File: src/rtl/sext_pkg.sv
// Shared constants and the FIFO entry type for the sign-extension arbiter.
package sext_pkg;

   localparam int unsigned SEXT_IN_W  = 8;
   localparam int unsigned SEXT_OUT_W = 16;

   localparam logic REQ_ALU = 1'b0;
   localparam logic REQ_BR  = 1'b1;

   typedef struct packed {
      logic                  src;
      logic [SEXT_OUT_W-1:0] data;
   } sext_entry_t;

endpackage

File: src/rtl/sext_core.sv
// Combinational 8-to-16 style extender: sign-extends imm, or zero-extends when zext is set.
module sext_core #(
   parameter int unsigned IN_W  = 8,
   parameter int unsigned OUT_W = 16
) (
   input  logic [IN_W-1:0]  imm,
   input  logic             zext,
   output logic [OUT_W-1:0] data
);

   assign data = zext ? {{(OUT_W-IN_W){1'b0}}, imm}
                      : {{(OUT_W-IN_W){imm[IN_W-1]}}, imm};

endmodule

File: src/rtl/sext_arbiter.sv
// Round-robin arbiter sharing one extender between ALU-immediate and branch-offset requesters,
// with an in-order result FIFO. Define SEXT_ARBITER_ZEXT_EN to add per-request zero-extension.
module sext_arbiter
   import sext_pkg::*;
#(
   parameter int unsigned IN_W  = SEXT_IN_W,
   parameter int unsigned OUT_W = SEXT_OUT_W,
   parameter int unsigned DEPTH = 2
) (
   input  logic                   clk,
   input  logic                   rst_n,
   input  logic [1:0]             req_valid,
   output logic [1:0]             req_ready,
   input  logic [IN_W-1:0]        req_imm0,
   input  logic [IN_W-1:0]        req_imm1,
`ifdef SEXT_ARBITER_ZEXT_EN
   input  logic                   req_zext0,
   input  logic                   req_zext1,
`endif
   output logic                   out_valid,
   input  logic                   out_ready,
   output logic [OUT_W-1:0]       out_data,
   output logic                   out_src,
   output logic [$clog2(DEPTH):0] fifo_count
);

   localparam int unsigned PTR_W = $clog2(DEPTH);
   localparam int unsigned CNT_W = PTR_W + 1;

   typedef struct packed {
      logic             src;
      logic [OUT_W-1:0] data;
   } entry_t;

   entry_t           mem_q [DEPTH];
   entry_t           last_q;
   entry_t           head;
   logic [PTR_W-1:0] wr_ptr_q;
   logic [PTR_W-1:0] rd_ptr_q;
   logic [CNT_W-1:0] count_q;
   logic             rr_q;

   logic             space;
   logic             push;
   logic             pop;
   logic [1:0]       grant;
   logic             grant_idx;
   logic [IN_W-1:0]  sel_imm;
   logic             sel_zext;
   logic [OUT_W-1:0] ext_data;

   assign out_valid  = (count_q != '0);
   assign fifo_count = count_q;
   assign pop        = out_valid & out_ready;
   // A same-cycle pop frees the slot the push needs, so a full FIFO keeps streaming.
   assign space      = (count_q < CNT_W'(DEPTH)) | pop;

   always_comb begin
      req_ready = 2'b00;
      if (rst_n && space) begin
         case (req_valid)
            2'b01:   req_ready = 2'b01;
            2'b10:   req_ready = 2'b10;
            2'b11:   req_ready = (rr_q == REQ_BR) ? 2'b10 : 2'b01;
            default: req_ready = 2'b00;
         endcase
      end
   end

   assign grant     = req_valid & req_ready;
   assign push      = |grant;
   assign grant_idx = grant[1];

   // Mux before the single extender instance.
   assign sel_imm = (grant_idx == REQ_BR) ? req_imm1 : req_imm0;
`ifdef SEXT_ARBITER_ZEXT_EN
   assign sel_zext = (grant_idx == REQ_BR) ? req_zext1 : req_zext0;
`else
   assign sel_zext = 1'b0;
`endif

   sext_core #(
      .IN_W  (IN_W),
      .OUT_W (OUT_W)
   ) u_sext_core (
      .imm  (sel_imm),
      .zext (sel_zext),
      .data (ext_data)
   );

   always_ff @(posedge clk or negedge rst_n) begin
      if (!rst_n) begin
         wr_ptr_q <= '0;
         rd_ptr_q <= '0;
         count_q  <= '0;
         rr_q     <= REQ_ALU;
         last_q   <= '0;
      end else begin
         if (push) begin
            wr_ptr_q <= wr_ptr_q + 1'b1;
            rr_q     <= ~grant_idx;
         end
         if (pop) begin
            rd_ptr_q <= rd_ptr_q + 1'b1;
            last_q   <= mem_q[rd_ptr_q];
         end
         if (push && !pop) begin
            count_q <= count_q + 1'b1;
         end else if (pop && !push) begin
            count_q <= count_q - 1'b1;
         end
      end
   end

   always_ff @(posedge clk) begin
      if (push) begin
         mem_q[wr_ptr_q] <= '{src: grant_idx, data: ext_data};
      end
   end

   // When empty, present the last popped entry rather than a stale slot.
   assign head     = out_valid ? mem_q[rd_ptr_q] : last_q;
   assign out_data = head.data;
   assign out_src  = head.src;

endmodule

File: config.mk
export PLATFORM = sky130hd
export DESIGN_NAME = sext_arbiter
export DESIGN_NICKNAME = d
export VERILOG_FILES = /design/src/rtl/sext_pkg.sv /design/src/rtl/sext_core.sv /design/src/rtl/sext_arbiter.sv
export SDC_FILE = /design/constraint.sdc
export NUM_CORES = 1
export LEC_CHECK = 0
export ABC_AREA = 1
export CAP_MARGIN = 20
export CORE_MARGIN = 2
export CORE_UTILIZATION = 43
export DETAILED_ROUTE_END_ITERATION = 8
export PLACE_DENSITY = 0.76
export SLEW_MARGIN = 10
export SYNTH_ARGS = -nofsm -noshare
export SYNTH_HDL_FRONTEND = slang
export SYNTH_SLANG_ARGS = --single-unit
File: constraint.sdc
create_clock -name clk -period 1.7 [get_ports clk]
set_input_delay 0.34 -clock clk [delete_from_list [all_inputs] [get_ports clk]]
set_output_delay 0.34 -clock clk [all_outputs]
set_load 0.01 [all_outputs]
==> reports/results.ini <==
[status]
status=complete, but fails checks
violations=setup timing

[sta]
final_max_slew_viol_count=0
fin_crit_ps=1718
rsz0062_at_grt=true
setup_slack_ps=-17.51
tightest_slew_ps=253.5
setup_tns_ps=-17.51
slew_headroom_pct=83.04
clock_skew_ps=4.214
min_period_over_period_pct=101.0
fmax_mhz=582.2
finalHoldViolations=0
finalSetupViolCount=1

[worst_setup_path]
worstRegToRegCells=10
arrival_ps=1380
endpoint_kind=primary output
path_class=reg2out
reg2reg_from=fifo_count[1]$_DFFE_PN0P_
cp-start-kind=flip-flop
r2r_setup_slack_ps=170
cp.required_ps=1360
rr_endpoint=fifo_count[1]$_DFFE_PN0P_
crit_fanout=7

[cells_and_area]
synthToLayoutAreaGrowth_pct=54.86
final_core_util_pct=68.53
mostFrequentLayoutCells=nand2_1 (53), buf_4 (22), edfxtp_1 (18)
fin_area_um2=2490
diodes=0
layout-drive-gt1-share_pct=36.80
final_nets=271
layout_commonest_cell=nand2_1

[cts]
cts_tree=done
clkTransAtPathRegs_ps=70
clock_latency_ps=290
htreeDepth=2
clock_sinks=32
cts_hold_buf=0
root_buffer=clkbuf_8
cts_buffers=5
max-clock-path-buffers=2

[synthesis]
netlist_instances=181
syn_area_per_cell_um2=8.883
synth-seq-cells=32
synth_top_area_cell=edfxtp_1
syn_area_um2=1608
muxShareOfSynthArea_pct=0
synthSimpleGateAreaFrac_pct=22.33
yosysSeqAreaShare_pct=55.41
yosys-top-cells-area=edfxtp_1 (34%), dfrtp_1 (22%), nand2_1 (17%)
ys_warn_count=0
ys_types=22
synth_top_family_by_area=simple AND/OR/NAND/NOR gates
synth_nets=203
synthAdderAreaFrac_pct=0.7782
synth_xor_area_share_pct=1.089
synth_compound_area_share_pct=7.626
synth_top_area_share_pct=33.62

[power_and_ir_drop]
power.leakage_uw=0.001211
ir_worst_vdd_v=0.0007833
power_density_nw_per_um2=1800

[detailed_routing]
routed.top_layer=met4
vias=1368
postRouteAntennaNets=0
avgViaCountPerCell=4.591
drcViolationCount=0
drt_iter0_markers=74
dr.pass1.iters=4
drt-wirelength-per-cell_um=12.29
m1WireLength_um=1514
wirelength_um=3661
dr_wl_met2_um=1887
met3_length_um=177

[die]
num_rows=22
die_w_um=65.15
initial_core_util_pct=44.25
dieHeight_um=65.15
io_pins=43
core_um2=3633
dieArea_um2=4244

[placement]
io_buffers=42
dpl_cell_area_um2=2148
hpwl_um=2279
globalplace.congestion=0.7400

[hold_path]
min_path_type=in2async

[global_routing]
antenna_found_initial=0
grt_start_max_net_pins=19
grt_pass1_wl_um=5740
grt_usage_pct=18.63
grt_pass1_vias=1302
overflow=0

[run]
cap_violations=0

layer usage:
metal	vias to the layer above	GRT usage, %
met5	-	0
met4	0	11.98
met3	7	3.767
met2	34	31.96
met1	625	21.15
li1	702	-
report_power, final:
group | internal, uW | total, uW | switching [uW]
combinational | 1270 | 2600 | 1330
sequential | 1080 | 1180 | 103
clock | 426 | 700 | 274
total | 2770 | 4480 | 1710
stage by stage:
stage	hold WS, ps	total power, uW	setup slack, ps	instances
3_3_place_gp	457.1	3230	-441.8	277
5_1_grt	179.5	4791	-61.31	298
4_1_cts	162.2	4008	2.280	293
6_report	151.6	4481	-17.51	298
2_1_floorplan	44.41	2438	83.00	181
3_5_place_dp	462.9	3290	-441.4	277
Yosys cell counts (all sizes together):
cell type	count
buf	13
xnor2	1
xor2	1
nor2	1
nand3	10
edfxtp	18
o21ai	18
dfrtp	14
nand2	75
inv	25
ha	1
a21boi	1
a21oi	2
nand4	1
how the worst max path moves through the flow:
| stage | to | cells after the start | slack (ps) | startpoint |
|---|---|---|---|---|
| 2_1_floorplan | out_data[10] | 6 | 80 | fifo_count[1]$_DFFE_PN0P_ |
| 3_3_place_gp | req_ready[0] | 6 | -440 | rst_n |
| 3_5_place_dp | req_ready[0] | 6 | -440 | rst_n |
| 4_1_cts | out_data[3] | 7 | 2 | rd_ptr_q$_DFFE_PN0P_ |
| 5_1_grt | out_data[4] | 7 | -60 | rd_ptr_q$_DFFE_PN0P_ |
| 6_report | out_data[4] | 7 | -20 | rd_ptr_q$_DFFE_PN0P_ |
worst max-delay path, cell delays in order (launching register included):
cell and delay (ps):
dfrtp_1 420, buf_6 150, buf_4 140, nand2_2 60, nand2_2 70, nand2_2 60
o21ai_1 60, buf_2 130
cell families (layout without fill, tap and decap cells):
family,count (synthesis),in the layout
AND/OR/NAND/NOR,87,88
buffers and inverters,38,105
XOR/XNOR,2,2
adder cells (fa/ha/maj),1,1
flip-flops,32,32
AO/OA/AOI/OAI,21,22
layout make-up:
class / count / area (um^2)
tap: 48 / 60.06
sequential: 32 / 890.9
fill: 289 / 1144
multi-input combinational: 113 / 654.4
timing repair buffer: 72 / 671.9
inverter: 25 / 106.4
clock buffer: 5 / 68.82
clock inverter: 3 / 37.54
repair_timing:
action / in CTS / in global routing
hold endpoints to repair: 0 / 0
setup buffers: 7 / 4
cloned: 1 / 1
pin swaps: 2 / 7
endpoints found under the setup margin: 21 / 20
gates resized for setup: 88 / 45
flip-flops by register name, indices dropped and copies added (netlist names):
| signal | count |
|---|---|
| mem_q | 18 |
| rd_ptr_q | 1 |
| rr_q | 1 |
| last_q | 9 |
| fifo_count | 2 |
| wr_ptr_q | 1 |
Power figures use the tool's default switching activity.
